[src/rtl/alu_core.sv]
// alu_core_pkg / alu_core
//
// Purpose: 32-bit integer ALU for the RV32I execute stage. It covers add,
// subtract, signed and unsigned set-less-than, the three shifts and bitwise
// XOR/OR/AND. The result and the condition flags are registered once per
// clock, so the unit has a latency of one cycle and accepts a new operation
// every cycle. There is no handshake.
//
// Ports:
//   clk_i          in   1   clock, all state on rising edge
//   reset_n_i      in   1   asynchronous active-low reset, clears all outputs
//   a_i            in   32  operand A (rs1 / PC)
//   b_i            in   32  operand B (rs2 / immediate)
//   ctrl_alu_op_i  in   4   operation select, encoded as control_alu_op_e
//   result_o       out  32  registered result
//   Z_o            out  1   result == 0
//   N_o            out  1   result[31]
//   S_o            out  1   signed a_i < signed b_i (independent of the op)
//   C_o            out  1   adder carry-out for ADD/SUB/SLT/SLTU, else 0
//   V_o            out  1   adder signed overflow for ADD/SUB/SLT/SLTU, else 0

package alu_core_pkg;
  typedef enum logic [3:0] {
    OP_ADD  = 4'd0,
    OP_SUB  = 4'd1,
    OP_SLT  = 4'd2,
    OP_SLTU = 4'd3,
    OP_SLL  = 4'd4,
    OP_SRL  = 4'd5,
    OP_SRA  = 4'd6,
    OP_XOR  = 4'd7,
    OP_OR   = 4'd8,
    OP_AND  = 4'd9
  } control_alu_op_e;
endpackage

module alu_core
  import alu_core_pkg::*;
(
  input  logic        clk_i,
  input  logic        reset_n_i,
  input  logic [31:0] a_i,
  input  logic [31:0] b_i,
  input  logic [3:0]  ctrl_alu_op_i,
  output logic [31:0] result_o,
  output logic        Z_o,
  output logic        N_o,
  output logic        S_o,
  output logic        C_o,
  output logic        V_o
);

  logic        use_sub;
  logic [31:0] b_add;
  logic [32:0] sum;
  logic        add_c;
  logic        add_v;
  logic [4:0]  shamt;
  logic        lt_s;
  logic [31:0] res_d;
  logic        c_d;
  logic        v_d;
  logic        z_d;
  logic        n_d;

  logic [31:0] result_p0;
  logic        z_p0;
  logic        n_p0;
  logic        s_p0;
  logic        c_p0;
  logic        v_p0;

  always_comb begin
    // One shared adder. SUB, SLT and SLTU use the a + ~b + 1 form, so the
    // carry-out means "no borrow" (a >= b unsigned) for those ops.
    use_sub = (ctrl_alu_op_i == OP_SUB) || (ctrl_alu_op_i == OP_SLT) ||
              (ctrl_alu_op_i == OP_SLTU);
    b_add   = use_sub ? ~b_i : b_i;
    sum     = {1'b0, a_i} + {1'b0, b_add} + {32'd0, use_sub};
    add_c   = sum[32];
    add_v   = (a_i[31] == b_add[31]) && (sum[31] != a_i[31]);
    shamt   = b_i[4:0];
    // Branch compare helper: always reflects a - b, whatever the op.
    lt_s    = $signed(a_i) < $signed(b_i);

    res_d = 32'd0;
    c_d   = 1'b0;
    v_d   = 1'b0;
    case (ctrl_alu_op_i)
      OP_ADD, OP_SUB: begin
        res_d = sum[31:0];
        c_d   = add_c;
        v_d   = add_v;
      end
      OP_SLT: begin
        res_d = {31'd0, lt_s};
        c_d   = add_c;
        v_d   = add_v;
      end
      OP_SLTU: begin
        res_d = {31'd0, ~add_c};
        c_d   = add_c;
        v_d   = add_v;
      end
      OP_SLL:  res_d = a_i << shamt;
      OP_SRL:  res_d = a_i >> shamt;
      OP_SRA:  res_d = $signed(a_i) >>> shamt;
      OP_XOR:  res_d = a_i ^ b_i;
      OP_OR:   res_d = a_i | b_i;
      OP_AND:  res_d = a_i & b_i;
      default: res_d = 32'd0;
    endcase

    z_d = (res_d == 32'd0);
    n_d = res_d[31];
  end

  // Stage p0: result and flags registered together; reset clears everything,
  // including Z, so the outputs read all-zero while reset is held.
  always_ff @(posedge clk_i or negedge reset_n_i) begin
    if (!reset_n_i) begin
      result_p0 <= 32'd0;
      z_p0      <= 1'b0;
      n_p0      <= 1'b0;
      s_p0      <= 1'b0;
      c_p0      <= 1'b0;
      v_p0      <= 1'b0;
    end else begin
      result_p0 <= res_d;
      z_p0      <= z_d;
      n_p0      <= n_d;
      s_p0      <= lt_s;
      c_p0      <= c_d;
      v_p0      <= v_d;
    end
  end

  assign result_o = result_p0;
  assign Z_o      = z_p0;
  assign N_o      = n_p0;
  assign S_o      = s_p0;
  assign C_o      = c_p0;
  assign V_o      = v_p0;

endmodule

[config.mk]
export PLATFORM = sky130hd
export DESIGN_NAME = alu_core
export DESIGN_NICKNAME = d
export VERILOG_FILES = /design/src/rtl/alu_core.sv
export SDC_FILE = /design/constraint.sdc
export NUM_CORES = 1
export LEC_CHECK = 0
export CORE_AREA = 5 5 177 179
export CTS_CLUSTER_DIAMETER = 150
export DETAILED_ROUTE_END_ITERATION = 6
export DIE_AREA = 0 0 182 184
export PLACE_DENSITY = 0.52
export SYNTH_ARGS = -nofsm -noshare
export SYNTH_HDL_FRONTEND = slang
export SYNTH_SLANG_ARGS = --single-unit
[constraint.sdc]
create_clock -name clk_i -period 1.2 [get_ports clk_i]
set_clock_uncertainty 0.05 [all_clocks]
set_input_delay 0.24 -clock clk_i [delete_from_list [all_inputs] [get_ports clk_i]]
set_output_delay 0.24 -clock clk_i [all_outputs]
set_load 0.1 [all_outputs]
Word level (Yosys, flattened, before mapping)
Cells that the tools add are included.
- RAM bits: 0
- output and inout bits: 37
- flip-flop bits (word level): 37
- logic and storage cells: 39
- bits in latches: 0
- ROM bits: 0
- memories kept: 0
- mux-type cells: 4
- magnitude comparators: 1
- shifts and indexed selects: 3
- div/mod/pow operators: 0
- $add $sub $neg: 2
- $mul: 0
- reductions and logical operators: 7
- bitwise gates (word level): 5
- eq/ne operators: 11
- operators by type and width (operator ; number):
    one-hot mux 32 bit (9 select lines) ; 1
    adder 32 x 32 -> 33 bit ; 1
    adder 33 x 1 -> 33 bit ; 1
    bitwise AND 32 bit ; 1
    zero test 32 bit ; 1
    < comparator 32 bit ; 1
    2-to-1 mux 32 bit ; 1
    inverter 32 bit ; 1
    OR 32 bit ; 1
    left shift 32 x 5 -> 32 bit ; 1
    >> shifter 32 x 5 -> 32 bit ; 1
    >>> shifter 32 x 5 -> 32 bit ; 1
    XOR 32 bit ; 1
    equality test 4 x 3 -> 1 bit, second input constant ; 4
    equality test 4 x 2 -> 1 bit, second input constant ; 2
    equality test 4 bit, second input constant ; 2
    equality test 4 x 1 -> 1 bit, second input constant ; 1
    zero test 4 bit ; 1
    OR reduction 4 bit ; 1
    logical OR 1 bit ; 2
    2-to-1 mux 1 bit ; 2
    OR reduction 2 bit ; 1
    equality test 1 bit ; 1
    logical AND 1 bit ; 1
    other kinds (2) ; 2

Longest topological paths before layout
Gate-level depths: netlist (run 1).
- word-level depth: 9
- gate-level depth with buffers: 18

Least setup slack after synthesis (run 1)
Ideal clock, no wire load.
- path type: input to register
- start: input port ctrl_alu_op_i[1]
- end: register z_p0 (netlist: Z_o)
- path slack: -3.190 ns
- buffers on the path: 4
- stages on the path: 18
- required time: 1.078 ns
- arrival time: 4.268 ns
- setup time: 0.072 ns
- cells stage by stage: buf_2 -> buf_2 -> nor2_1 -> nor3_1 -> clkbuf_1 -> xnor2_1 -> ha_1 -> clkbuf_1 -> nand2_1 -> or2_2 -> nor3_1 -> nor2b_1 -> a211oi_1 -> a221oi_1 -> o31ai_1 -> or4_1 -> or4_1 -> nor2_1
- elaborated cells on any way between the ends: 19
- RTL lines (what ; line ; source):
    start: declaration ; 44 ; input logic [3:0] ctrl_alu_op_i,
    equality test 4 x 1 -> 1 bit / equality test 4 x 2 -> 1 bit (equally long branches) ; 76, 89 ;
    logical OR 1 bit (2 in a row) ; 76 ; use_sub = (ctrl_alu_op_i == OP_SUB) || (ctrl_alu_op_i == OP_SLT) ||
    2-to-1 mux 32 bit ; 78 ; b_add = use_sub ? ~b_i : b_i;
    adder 32 x 32 -> 33 bit ; 79 ; sum = {1'b0, a_i} + {1'b0, b_add} + {32'd0, use_sub};
    adder 33 x 1 -> 33 bit ; 79 ;
    one-hot mux 32 bit (9 select lines) * ; 89 ; case (ctrl_alu_op_i)
    via res_d[29] ; 60 ; logic [31:0] res_d;
    zero test 32 bit * ; 114 ; z_d = (res_d == 32'd0);
    via z_d ; 63 ; logic z_d;
    end signal: assignment ; 130 ; z_p0 <= z_d;
    end: declaration ; 67 ; logic z_p0;
Mark *: on every way through the listed nets, which the timed path passes. The rest lies on a longest branch.

Final worst setup path (run 1)
- start: input port ctrl_alu_op_i[3]
- end: register z_p0 (netlist: Z_o)
Same word-level chain as after synthesis.

==> reports/metrics.sh, run 1 <==
WORST_PIN_SLEW_NS=0.6551
YS_FF_LATCH=36
INITIAL_ANTENNA_VIOLATION_COUNT=0
DRT-INITIAL-DRC-COUNT=1253
SYNTH_TOP_FLOP_CELL='dfrtp_1'
FINAL_LAYOUT_SIZE_SUFFIX_GT1_FRAC=0.5565
DIE_HEIGHT_UM=184
SETUP_WS_NS=-2.463
SHARE_OF_FLIP_FLOPS_WITH_AN_ASYNCHRONOUS_SET_OR_RESET_AFTER_SYNTHESIS=1.000
SYNTHDISTINCTLIBCELLS=78
CRITPATHLAUNCHTYPE='primary input'
DIE_AREA_UM2=33490
MAXSLEWVIOLCOUNT=0
FP.COREAREA_UM2=29400
GRT_FIRST_PASS_WIRELENGTH_MM=81.08
PORT-BUFFER-COUNT=106
STATUS='finished, violations left'
WORSTPATHCELLLIST='buf_8 > nor3_4 > buf_6 > buf_8 > buf_6 > xnor2_2 > ha_1 > nand4_1 > or3_4 > a211oi_4 > nor3_2 > xor2_1 > o21ai_2 > or4_1 > or4_1 > nor2_1'
TIMING_WORST_SETUP_PATH_TYPE='in -> reg'
MAX-CLOCK-PATH-BUFFERS=2
DRT_VIA_DENSITY=5.821
MAPPEDNETLISTAREA_UM2=10170
FINAL_NETS=2099
MIN_PATH_TYPE='in -> reg'
TIMING.HOLD.WS_NS=0.3906
TRITONCTS='yes'
WORST-PATH-MAX-FANOUT=5
POST_SYNTH_MOST_FREQUENT_CELLS='nand2_1, ha_1, nor2_1, a21oi_1, o21ai_0'
INITIAL_CORE_UTIL=0.3459
TRACK_USAGE=0.3139
CLK_PIN_SLEW_WORST_PATHS_NS=0.06
SETUP_REPAIR_AFTER_GLOBAL_ROUTING_MISSED_ITS_MARGIN='true'
HTREEDEPTH=2
MAXSLEWHEADROOM=0.5633
MAXIMUM_NUMBER_OF_PINS_ON_ONE_NET_BEFORE_GLOBAL_ROUTE_REPAIR=41
FMAX_GHz=0.2730
FINALWEIGHTEDCONGESTION=1.038
DRCVIOLATIONCOUNT=3
POWER.DENSITY_nW_PER_UM2=772.1
VIAS=13340
ROOT_BUFFER='clkbuf_16'
CRITICAL-PATH-MAX-STAGE-DELAY_NS=0.47
AVGROUTEDWIREPERCELL_UM=24.39
NUMBER_OF_PLACEMENT_ROWS=63
YOSYSWARNINGCOUNT=0
PLACEMENT.CELL_AREA_UM2=15810
FINAL_PERIOD_MINUS_WORST_SETUP_SLACK_NS=3.663
DETAILED_ROUTING_ITERATIONS_PASS_1=7
FINAL_MIN_PERIOD_OVER_CLOCK_PERIOD=3.052
YOSYS.CELL_COUNT.TOP_TYPE='nand2_1'
GRT_REMAINING_OVERFLOW=0
SYN_NETS=1487
HOLD_VIOLATIONS=0
POSTLAYOUTCELLAREA_UM2=19100
TIMING.FINAL.SETUP_VIOLATIONS=39
CRITICAL-PATH-SLOWEST-CELL='or4_1'
FINAL_ANTENNA_NET_COUNT=0
YS_TOP_CELLS_BY_AREA='ha_1, mux4_2, dfrtp_1'
YOSYSTOPAREACELL='ha_1'
ARRIVAL_NS=3.82
PEAKVDDDROP_V=0.0007149
LEAKAGEPOWER_nW=8.685
DP_WORST_SETUP_SLACK_NS=-3.278
DIODES=0
DP_HPWL_MM=42.79
TIMING.CRITICAL_PATH.TO_TYPE='register'
DIEWIDTH_UM=182
MAX-CAP-VIOLATIONS=0
YS_SEQ_AREA_FRAC=0.08857
CTS_INSERTED_BUFFERS=5
POST-LAYOUT-TOTAL-POWER_mW=14.75
TRITONCTS_NUM_SINKS=36
AREAGROWTHSYNTHTOFINISH_PCT=87.83
SYNTH.AVG_CELL_AREA_UM2=7.897
GRT_PASS1_VIAS=13270
NUMBER_OF_PLACED_I_O_PINS=107
POSTLAYOUTCOREUTIL=0.6498
DRT_WIRELENGTH_MM=55.88
CRIT_REQUIRED_NS=1.36
NETLIST.AREA_LEADER.SHARE=0.1575
VIOLATIONS='design-rule violations, negative setup slack'
SYN-INSTANCE-COUNT=1288
SYNTH-EDFF-COUNT=0
placed cells by master, fill, tap and decap left out, types with 9 or more instances in the layout:
master / n
buf_4: 509
nand2_1: 120
nor2_1: 83
ha_1: 75
buf_6: 73
o21ai_0: 56
buf_12: 56
mux2i_1: 55
ha_4: 50
a21oi_1: 48
mux4_2: 47
inv_2: 44
dfrtp_1: 35
inv_1: 33
dlymetal6s2s_1: 28
a21oi_2: 23
o211ai_1: 19
nand3_1: 19
a221oi_1: 17
o21ai_1: 16
nand4_1: 16
xnor2_1: 15
xnor2_2: 15
a21oi_4: 15
nor3_1: 15
o21ai_2: 15
clkbuf_2: 14
o22ai_1: 13
mux2_2: 12
a22oi_1: 12
xnor2_4: 10
nor2b_1: 10
dlygate4sd2_1: 10
nand2_2: 9
a21o_1: 9
xor2_1: 9
a211oi_1: 9
final cells by class:
type	count	area, um^2
tap	390	488.0
clock buffer	6	128.9
clock inverter	2	35.03
sequential	36	904.6
multi-input combinational	1068	10760
fill	2393	10300
timing repair buffer	706	6456
inverter	83	330.3
registers in the layout, summed over array words and instances, names as in the netlist:
signal    cells
result_o     31
S_o           1
C_o           1
Z_o           1
V_o           1
N_o           1
per-layer routing:
metal	global-route usage	wire length [um]	up-vias
li1	-	-	6056
met1	0.4096	22300	6471
met2	0.5213	25960	655
met3	0.03779	4156	154
met4	0.1447	3464	0
met5	0	0	-
critical path: cells and delay by family:
kind	cells	cell delay (ns)
adder cells (fa/ha/maj)	1	0.35
buffers and inverters	4	0.56
AO/OA/AOI/OAI	2	0.36
XOR/XNOR	2	0.33
AND/OR/NAND/NOR	7	1.97
logic make-up (layout without fill, tap and decap cells):
kind of cell / after synthesis / after routing / share of synthesized area
buf+inv: 184 / 797 / 0.07898
compound gates: 367 / 367 / 0.2364
xor+xnor: 52 / 52 / 0.04478
simple gates: 387 / 387 / 0.1855
mux: 133 / 133 / 0.2063
fa+ha+maj: 129 / 129 / 0.1594
flops: 36 / 36 / 0.08857
timing repair:
item                                   CTS  global route
setup endpoints to repair               38            39
hold buffers                             1             0
endpoints found under the hold margin   36             0
cloned                                   2             1
pin swaps                              109           108
buffers inserted                        86            60
resized for setup                      312           275
worst paths after layout:
kind	depth (start not counted)	to	slack, ns	startpoint
worst max-delay path	16	Z_o$_DFF_PN0_	-2.46	ctrl_alu_op_i[3]
min in group asynchronous	3	result_o[27]$_DFF_PN0_	0.40	reset_n_i
worst min-delay path	3	V_o$_DFF_PN0_	0.39	ctrl_alu_op_i[3]
max in group asynchronous	3	N_o$_DFF_PN0_	0.50	reset_n_i
report_power, final:
| group | switching (mW) | leakage (nW) | internal, mW | total [mW] |
|---|---|---|---|---|
| combinational | 6.12 | 8.14 | 5.60 | 11.7 |
| clock | 0.538 | 0.0808 | 0.978 | 1.52 |
| sequential | 0.140 | 0.466 | 1.37 | 1.52 |
| total | 6.80 | 8.68 | 7.95 | 14.8 |
metrics by stage:
| stage | TNS (ns) | instances |
|---|---|---|
| final | -57.43 | 2291 |
| after global routing | -60.17 | 2291 |
| after CTS | -56.28 | 2257 |
| after detailed placement | -87.06 | 2166 |
| after global placement | -87.00 | 2166 |
| after floorplan | -54.71 | 1288 |
Note: power is estimated with default switching activity, not from simulation.
==> inputs of run 2 (changes only) <==
--- a/config.mk
+++ b/config.mk
@@ -5,6 +5,7 @@
 export SDC_FILE = /design/constraint.sdc
 export NUM_CORES = 1
 export LEC_CHECK = 0
+export ABC_AREA = 0
 export CORE_AREA = 5 5 177 179
 export CTS_CLUSTER_DIAMETER = 150
 export DETAILED_ROUTE_END_ITERATION = 6
==> results of run 2 <==
No change in the layout: final DEF, timing and power equal those of run 1.
==> inputs of run 3 (changes only) <==
--- a/config.mk
+++ b/config.mk
@@ -6,11 +6,11 @@
 export NUM_CORES = 1
 export LEC_CHECK = 0
 export ABC_AREA = 0
-export CORE_AREA = 5 5 177 179
+export CORE_AREA = 3 3 242 185
 export CTS_CLUSTER_DIAMETER = 150
 export DETAILED_ROUTE_END_ITERATION = 6
-export DIE_AREA = 0 0 182 184
-export PLACE_DENSITY = 0.52
+export DIE_AREA = 0 0 245 188
+export PLACE_DENSITY = 0.39
 export SYNTH_ARGS = -nofsm -noshare
 export SYNTH_HDL_FRONTEND = slang
 export SYNTH_SLANG_ARGS = --single-unit
==> run 3 against run 2 <==
  * Non-clock buffer count rose by 2
  * Via count fell by 2.0%
  * Largest cell class unchanged
  * Routed wire length rose by 5.4%
  * Core utilization fell by 21 points
  * The run ends with negative setup slack left
  * Critical endpoint unchanged
==> reports/metrics.sh, run 3 (same netlist as run 1, synthesis figures left out) <==
CRITICAL-PATH-SLOWEST-CELL='or4_4'  # was or4_1
CLK_PIN_SLEW_WORST_PATHS_NS=0.06  # about the same
TIMING.SETUP.TNS_NS=-58.56  # was -57.43 ns
FP.COREAREA_UM2=42860  # was 29,400 um^2
FINAL_LAYOUT_SIZE_SUFFIX_GT1_FRAC=0.5649  # was 0.5565
TRITONCTS_NUM_SINKS=36  # unchanged
MAXSLEWHEADROOM=0.4929  # was 0.5633
DRT-INITIAL-DRC-COUNT=1161  # was 1,253
STATUS='finished, violations left'  # unchanged
ROOT_BUFFER='clkbuf_16'  # unchanged
DIE_AREA_UM2=46060  # was 33,490 um^2
FINAL_ANTENNA_NET_COUNT=0  # unchanged
DRT_VIA_DENSITY=5.266  # was 5.821
MAX-CAP-VIOLATIONS=0  # unchanged
SETUP_REPAIR_AFTER_GLOBAL_ROUTING_MISSED_ITS_MARGIN='true'  # unchanged
HOLD_VIOLATIONS=0  # unchanged
DRCVIOLATIONCOUNT=0  # was 3
GRT_FIRST_PASS_WIRELENGTH_MM=85.82  # was 81.08 mm
TOP_LAYER='met5'  # was met4
MAX-CLOCK-PATH-BUFFERS=2  # unchanged
PLACEMENT.CELL_AREA_UM2=16280  # was 15,810 um^2
CTS_INSERTED_BUFFERS=5  # unchanged
NUMBER_OF_PLACED_I_O_PINS=107  # unchanged
PEAKVDDDROP_V=0.0006066  # was 0.0007149 V
DRT_WIRELENGTH_MM=58.91  # was 55.88 mm
GRT_REMAINING_OVERFLOW=0  # unchanged
GRT_PASS1_VIAS=12980  # was 13,270
ARRIVAL_NS=3.90  # was 3.82 ns
CRITICAL_PATH_BUF_INV_COUNT=7  # was 4
POSTLAYOUTCELLAREA_UM2=18870  # was 19,100 um^2
CRITPATHMOSTFREQUENTCELL='buf_6'
FINALWEIGHTEDCONGESTION=0.9257  # was 1.038
TRITONCTS='yes'  # unchanged
FINAL_NETS=2101  # was 2,099
VIOLATIONS='negative setup slack'  # was design-rule violations, negative setup slack
FINAL_MIN_PERIOD_OVER_CLOCK_PERIOD=3.102  # was 3.052
TIMING.FINAL.SETUP_VIOLATIONS=39  # unchanged
LEAKAGEPOWER_nW=8.336  # was 8.685 nW
POSTLAYOUTCOREUTIL=0.4404  # was 0.6498
FMAX_GHz=0.2687  # was 0.2730 GHz
AVGROUTEDWIREPERCELL_UM=23.74  # was 24.39 um
MAXSLEWVIOLCOUNT=0  # unchanged
NUMBER_OF_PLACEMENT_ROWS=66  # was 63
PORT-BUFFER-COUNT=106  # unchanged
DIE_HEIGHT_UM=188  # was 184 um
INITIAL_CORE_UTIL=0.2373  # was 0.3459
VIAS=13060  # was 13,340
TIMING_WORST_SETUP_PATH_TYPE='in -> reg'  # unchanged
SETUP_WS_NS=-2.522  # was -2.463 ns
CRIT_FAMILY='compound AO/OA/AOI/OAI gates'  # was simple AND/OR/NAND/NOR gates
HTREEDEPTH=2  # unchanged
MET2WIRELENGTH_MM=25.73  # was 25.96 mm
WORST-PATH-MAX-FANOUT=8  # was 5
LARGEST_REG_FLOPS=31  # unchanged
POWER.DENSITY_nW_PER_UM2=757.5  # was 772.1 nW/um^2
WORST_PIN_SLEW_NS=0.7566  # was 0.6551 ns
MET3ROUTEDLENGTH_MM=3.756  # was 4.156 mm
DP_HPWL_MM=48.34  # was 42.79 mm
AREAGROWTHSYNTHTOFINISH_PCT=85.56  # was 87.83%
CRIT_REQUIRED_NS=1.38  # was 1.36 ns
TRACK_USAGE=0.2502  # was 0.3139
DETAILED_ROUTING_ITERATIONS_PASS_1=5  # was 7
DIEWIDTH_UM=245  # was 182 um
WORSTPATHCELLLIST='buf_8 > nor3_4 > buf_12 > buf_6 > xnor2_4 > inv_2 > fa_2 > nand2b_4 > a21oi_2 > o211ai_1 > o21ai_2 > buf_6 > buf_4 > a21oi_4 > buf_6 > o41ai_4 > o311ai_4 > or4_4 > nor2_2'  # was buf_8 > nor3_4 > buf_6 > buf_8 > buf_6 > xnor2_2 > ha_1 > nand4_1 > or3_4 > a211oi_4 > nor3_2 > xor2_1 > o21ai_2 > or4_1 > or4_1 > nor2_1
DIODES=0  # unchanged
FINAL_PERIOD_MINUS_WORST_SETUP_SLACK_NS=3.722  # was 3.663 ns
CRITPATHLAUNCHTYPE='primary input'  # unchanged
MOST_COMMON_LIBRARY_CELL_IN_THE_LAYOUT_IGNORING_FILL_AND_TAPS='buf_4'  # unchanged
MIN_PATH_TYPE='in -> async'  # was in -> reg
TIMING.CRITICAL_PATH.TO_TYPE='register'  # unchanged
DP_WORST_SETUP_SLACK_NS=-3.295  # was -3.278 ns
INITIAL_ANTENNA_VIOLATION_COUNT=1  # was 0
MAXIMUM_NUMBER_OF_PINS_ON_ONE_NET_BEFORE_GLOBAL_ROUTE_REPAIR=47  # was 41
LAYOUT_COMMON_CELLS='buf_4, nand2_1, nor2_1'  # unchanged
ROUTE.LAYER.MET1.WL_MM=27.68  # was 22.30 mm
CRITICAL-PATH-MAX-STAGE-DELAY_NS=0.54  # was 0.47 ns
## run 3: final cells by class
| type | instances | area (um^2) |
|---|---|---|
| clock inverter | 3 | 18.77 |
| sequential | 36 | 904.6 |
| clock buffer | 5 | 125.1 |
| fill | 4307 | 23990 |
| tap | 578 | 723.2 |
| timing repair buffer | 708 | 6215 |
| inverter | 83 | 369.1 |
| multi-input combinational | 1068 | 10520 |
## run 3: per-stage QoR
stage | total power, mW | cells | hold slack (ns)
after CTS | 13.72 | 2455 | 0.3866
after detailed placement | 11.04 | 2394 | 0.1750
after global routing | 15.02 | 2481 | 0.4160
final | 14.30 | 2481 | 0.3909
after floorplan | 6.349 | 1288 | -0.1056
after global placement | 11.07 | 2394 | 0.1674
## run 3: how the worst max path moves through the flow
stage,start,end,slack [ns],depth (start not counted)
CTS,ctrl_alu_op_i[2],Z_o$_DFF_PN0_,-2.38,17
global route,ctrl_alu_op_i[2],Z_o$_DFF_PN0_,-2.68,19
finish,ctrl_alu_op_i[2],Z_o$_DFF_PN0_,-2.52,19
detailed placement,ctrl_alu_op_i[1],Z_o$_DFF_PN0_,-3.29,18
global placement,ctrl_alu_op_i[1],Z_o$_DFF_PN0_,-3.28,18
floorplan,ctrl_alu_op_i[1],Z_o$_DFF_PN0_,-2.55,18
## run 3: layer usage
layer,up-vias,track usage
met1,6466,0.3614
met3,83,0.03917
met2,469,0.3860
li1,6044,-
met5,-,0
met4,2,0.06718
## run 3: repair_timing
item                                    in CTS  in global routing
hold endpoints to repair                    36                  0
gates resized for setup                    516                 96
hold buffers                                 1                  0
endpoints found under the setup margin      39                 48
pin swaps                                   88                 51
buffers inserted                            66                 32
## run 3: where the power goes
group          internal, mW  switching (mW)  leakage (nW)
sequential             1.37           0.141         0.466
combinational          5.36            6.03          7.80
clock                 0.768           0.626        0.0736
